## src/rtl/block_spawner.sv

```systemverilog
// Launches falling blocks into free slots on a timer, picking lanes from an LFSR
// and recycling slots whose block has dropped below the screen.
module block_spawner #(
   parameter int          NUM_SLOTS    = 4,
   parameter int          SPAWN_PERIOD = 60,
   parameter int          LANE_X0      = 80,
   parameter int          LANE_PITCH   = 160,
   parameter int          Y_MAX        = 479,
   parameter logic [15:0] LFSR_SEED    = 16'hACE1
) (
   input  logic                    frame_clk,
   input  logic                    Reset,
   input  logic                    enable,
   input  logic [10*NUM_SLOTS-1:0] block_y,
   output logic [10*NUM_SLOTS-1:0] block_x_center,
   output logic [NUM_SLOTS-1:0]    block_ready,
   output logic [NUM_SLOTS-1:0]    slot_reset,
   output logic [7:0]              spawn_count
);

   localparam int SW = (NUM_SLOTS > 1) ? $clog2(NUM_SLOTS) : 1;
   localparam int TW = (SPAWN_PERIOD > 1) ? $clog2(SPAWN_PERIOD) : 1;
   localparam logic [TW-1:0] TIMER_LOAD = TW'(SPAWN_PERIOD - 1);

   typedef enum logic [1:0] {IDLE, WAIT, PICK, LAUNCH} state_t;

   state_t               state, state_next;
   logic [TW-1:0]        timer, timer_next;
   logic [NUM_SLOTS-1:0] active;
   logic [NUM_SLOTS-1:0] free_slots;
   logic                 any_free;
   logic [15:0]          lfsr;
   logic [1:0]           last_lane;
   logic [1:0]           lane;
   logic [9:0]           lane_x;
   logic [SW-1:0]        slot;
   logic [SW-1:0]        pick_slot;
   logic                 do_pick;
   logic                 do_launch;

   assign free_slots = ~active;
   assign any_free   = |free_slots;

   // Scanning downward leaves the lowest-index free slot as the winner.
   always_comb begin
      pick_slot = '0;
      for (int k = NUM_SLOTS - 1; k >= 0; k--) begin
         if (free_slots[k]) pick_slot = SW'(k);
      end
   end

   // Never repeat the previous lane: bump by one (mod 4) on a collision.
   always_comb begin
      lane = lfsr[1:0];
      if (lane == last_lane) lane = lane + 2'd1;
      lane_x = 10'(LANE_X0 + int'(lane) * LANE_PITCH);
   end

   always_ff @(posedge frame_clk) begin
      if (Reset) begin
         state <= IDLE;
         timer <= '0;
      end else begin
         state <= state_next;
         timer <= timer_next;
      end
   end

   always_comb begin
      state_next = state;
      timer_next = timer;
      case (state)
         IDLE: begin
            if (enable) begin
               state_next = WAIT;
               timer_next = TIMER_LOAD;
            end
         end
         WAIT: begin
            if (!enable) state_next = IDLE;
            else if (timer != '0) timer_next = timer - 1'b1;
            else if (any_free) state_next = PICK;
         end
         PICK: state_next = LAUNCH;
         LAUNCH: begin
            state_next = enable ? WAIT : IDLE;
            timer_next = TIMER_LOAD;
         end
         default: state_next = IDLE;
      endcase
   end

   always_comb begin
      do_pick   = (state == PICK);
      do_launch = (state == LAUNCH);
   end

   // Retirement wins over the ready set, and the launch pulse is issued last.
   always_ff @(posedge frame_clk) begin
      if (Reset) begin
         lfsr        <= LFSR_SEED;
         last_lane   <= 2'd3;
         slot        <= '0;
         active      <= '0;
         block_ready <= '0;
         slot_reset  <= '1;
         spawn_count <= '0;
         for (int k = 0; k < NUM_SLOTS; k++) block_x_center[10*k +: 10] <= 10'(LANE_X0);
      end else begin
         lfsr       <= {lfsr[14:0], lfsr[15] ^ lfsr[13] ^ lfsr[12] ^ lfsr[10]};
         slot_reset <= '0;
         if (do_pick) begin
            slot      <= pick_slot;
            last_lane <= lane;
            block_x_center[10*int'(pick_slot) +: 10] <= lane_x;
         end
         for (int k = 0; k < NUM_SLOTS; k++) begin
            if (slot_reset[k] && active[k]) block_ready[k] <= 1'b1;
            if (active[k] && (block_y[10*k +: 10] > 10'(Y_MAX))) begin
               active[k]      <= 1'b0;
               block_ready[k] <= 1'b0;
            end
         end
         if (do_launch) begin
            slot_reset[slot] <= 1'b1;
            active[slot]     <= 1'b1;
            spawn_count      <= spawn_count + 8'd1;
         end
      end
   end

endmodule

```

## config.mk

```make
export PLATFORM = sky130hd
export DESIGN_NAME = block_spawner
export DESIGN_NICKNAME = d
export VERILOG_FILES = /design/src/rtl/block_spawner.sv
export SDC_FILE = /design/constraint.sdc
export NUM_CORES = 1
export LEC_CHECK = 0
export CAP_MARGIN = 20
export CORE_MARGIN = 5
export CORE_UTILIZATION = 36
export DETAILED_ROUTE_END_ITERATION = 10
export HOLD_SLACK_MARGIN = 0.15
export PLACE_DENSITY_LB_ADDON = 0.25
export SLEW_MARGIN = 20
export SYNTH_ARGS = -nofsm -noshare
export SYNTH_HDL_FRONTEND = slang
export SYNTH_SLANG_ARGS = --single-unit
```

## constraint.sdc

```tcl
create_clock -name frame_clk -period 2.2 [get_ports frame_clk]
set_input_delay 0.44 -clock frame_clk [delete_from_list [all_inputs] [get_ports frame_clk]]
set_output_delay 0.44 -clock frame_clk [all_outputs]
set_load 0.005 [all_outputs]
```

==> flow_summary.yaml <==
detailed_routing:
  viasPerCell: 5.08
  avgRoutedWirePerCell_um: 15.0
  wirelength_mm: 9.70
  first_pass_iters: 4
  num_vias: 3290
  ant_nets: 0
  drc: 0
  drt-initial-drc-count: 134
logic_synthesis:
  synth.net_count: 467
  synth_area_leaders: "dfxtp_1 (48%), nand2_1 (4.6%), a21oi_1 (4.1%)"
  synth_commonest_cells: "dfxtp_1 (88), nand2_1 (45), nor2_1 (38)"
  synth-main-ff-cell: "dfxtp_1"
  netlist_instances: 413
  synthDistinctLibCells: 59
  ys_seq_area_frac: 0.479
  synth_area_um2: 3680
  synth_edf_count: 0
  syn_area_per_cell_um2: 8.91
  synthArstFlopShare: 0
  synth_top_area_frac: 0.479
  yosysWarnings: 0
  synth_most_common_cell: "dfxtp_1"
  netlist.top_cell.by_area: "dfxtp_1"
  synth_seq_cells: 88
critical_path:
  cp-end-kind: "flip-flop"
  required_ns: 2.46
  arrival_ns: 2.37
  start_kind: "flip-flop"
  critical_path_class: "flip-flop to flip-flop"
  crit_fanout: 11
floorplan:
  core_region_area_um2: 10100
  num_io_pins: 99
  die-area_um2: 12300
  die_x_um: 111
  die_y_um: 111
  rows: 37
  initial_core_util: 0.363
global_route:
  antenna_found_initial: 0
  grt_max_degree: 68
  grt_pass1_wl_mm: 15.9
  overflow: 0
  grt_pass1_vias: 3246
  grt_util_all_layers: 0.157
final_layout:
  n_fill_cell: 960
  regArea_um2: 1760
  post-route-util: 0.493
  multi_input_area_um2: 1810
  syn_to_final_growth_pct: 35.9
  stdcell_count: 648
  nNetsFinal: 561
  num_antenna_cells: 0
  drive_gt1_frac: 0.133
clock_network:
  cts_tree: "done"
  cts-htree-levels: 3
  cts_buffers: 9
  cts_setup_buffers: 0
  clkSinkCount: 88
  cts_buffer_depth: 2
  clk_latency_ns: 0.37
  cts-root-buf: "clkbuf_8"
  clk_pin_slew_ns: 0.10
sta:
  rsz0062_at_grt: "true"
  period_share: 0.956
  skew_ns: 0.0124
  worst_slack_ns: 0.0974
  finalHoldViolCount: 0
  finalSetupViolCount: 0
  maxSlewHeadroom: 0.636
  worstMarginPinSlew_ns: 0.546
  max_freq_mhz: 476
  timing.final.max_slew_violations: 0
  layout_min_cycle_time_ns: 2.10
placed_design:
  port_buffers: 78
  placed_cells: 632
  pre_cts_ws_ns: 0.0681
  gp_congestion: 0.862
  place_hpwl_mm: 7.12
pwr:
  power_density_nw_per_um2: 647
  p_leak_nw: 1.91
  vdd_ir_drop_max_mv: 0.342
status:
  status: "finished clean"
min_path:
  min-delay-path-class: "flip-flop to flip-flop"
job:
  max_cap_viol_count: 0
## flip-flops by register name (all words and copies together) (netlist names), 2 cells and up, named ones only
register,cells
active,4
block_ready,4
block_x_center,40
last_lane,2
lfsr,16
slot,2
slot_reset,4
spawn_count,8
timer,6
## critical path, cell delays in order (launching register included)
cell	delay, ns
dfxtp_1	0.36
nand2b_1	0.18
a21o_1	0.24
ha_1	0.39
buf_4	0.21
a32o_1	0.29
a221o_1	0.33
## area by class of cell
type,count,area share
Timing Repair Buffer,102,0.194
Sequential cell,88,0.353
Inverter,15,0.0113
Clock buffer,10,0.0275
Clock inverter,6,0.0185
Multi-Input combinational cell,291,0.361
Tap cell,136,0.0340
## through the flow
| step | TNS, ns | hold WS (ns) | area, µm² | power [mW] |
|---|---|---|---|---|
| 6_report | 0 | 0.414 | 5000 | 3.23 |
| 2_1_floorplan | 0 | 0.389 | 3680 | 1.87 |
| 3_5_place_dp | 0 | 0.396 | 4730 | 1.99 |
| 4_1_cts | 0 | 0.418 | 4960 | 3.25 |
| 5_1_grt | -0.0909 | 0.431 | 5000 | 3.36 |
| 3_3_place_gp | 0 | 0.392 | 4730 | 1.99 |
## timing repair
item                       in CTS  in global routing
setup endpoints to repair       0                 21
hold buffers                    0                  0
gates resized for setup         0                 12
## power breakdown
group	internal [mW]	total [mW]	switching [mW]
Sequential	1.63	1.66	0.0247
Clock	0.674	1.28	0.601
Combinational	0.144	0.301	0.157
Total	2.45	3.23	0.783
## worst paths after layout
| path | end | from | depth (start not counted) | slack (ns) |
|---|---|---|---|---|
| setup / recovery | block_x_center[36] | active[3] | 6 | 0.1 |
| hold / removal | lfsr[7] | lfsr[6] | 1 | 0.41 |
| setup reg to reg | block_x_center[36] | active[3] | 6 | 0.1 |
| hold reg to reg | lfsr[7] | lfsr[6] | 1 | 0.41 |
## routing by layer
layer,track usage,share of wire,up-vias
met5,0,0,-
met1,0.196,0.46,1548
met2,0.261,0.47,88
met3,0.0502,0.059,11
met4,0.0422,0.0099,0
li1,-,-,1643
## kinds of logic after synthesis
kind of cell,count (synthesis),share of synthesized area
buf+inv,34,0.0384
fa+ha+maj,11,0.0374
mux,4,0.0122
xor+xnor,13,0.0309
compound gates,101,0.187
simple gates,162,0.215
flops,88,0.479
## layout by cell type (no fill, tap or decap), types with 6 or more instances in the layout
cell type | synthesis | final
o21ai_0 | 20 | 19
nor2b_1 | 12 | 12
or2_2 | 9 | 9
nor2_1 | 38 | 36
nand2_1 | 45 | 45
buf_4 | 0 | 22
clkdlybuf4s50_1 | 0 | 77
nand2b_1 | 6 | 6
clkbuf_8 | 0 | 10
inv_1 | 14 | 13
dfxtp_1 | 88 | 86
nand3_1 | 19 | 18
a21oi_1 | 30 | 30
nor3_1 | 6 | 6
xor2_1 | 11 | 11
ha_1 | 11 | 9
Note: power is estimated with default switching activity, not from simulation.
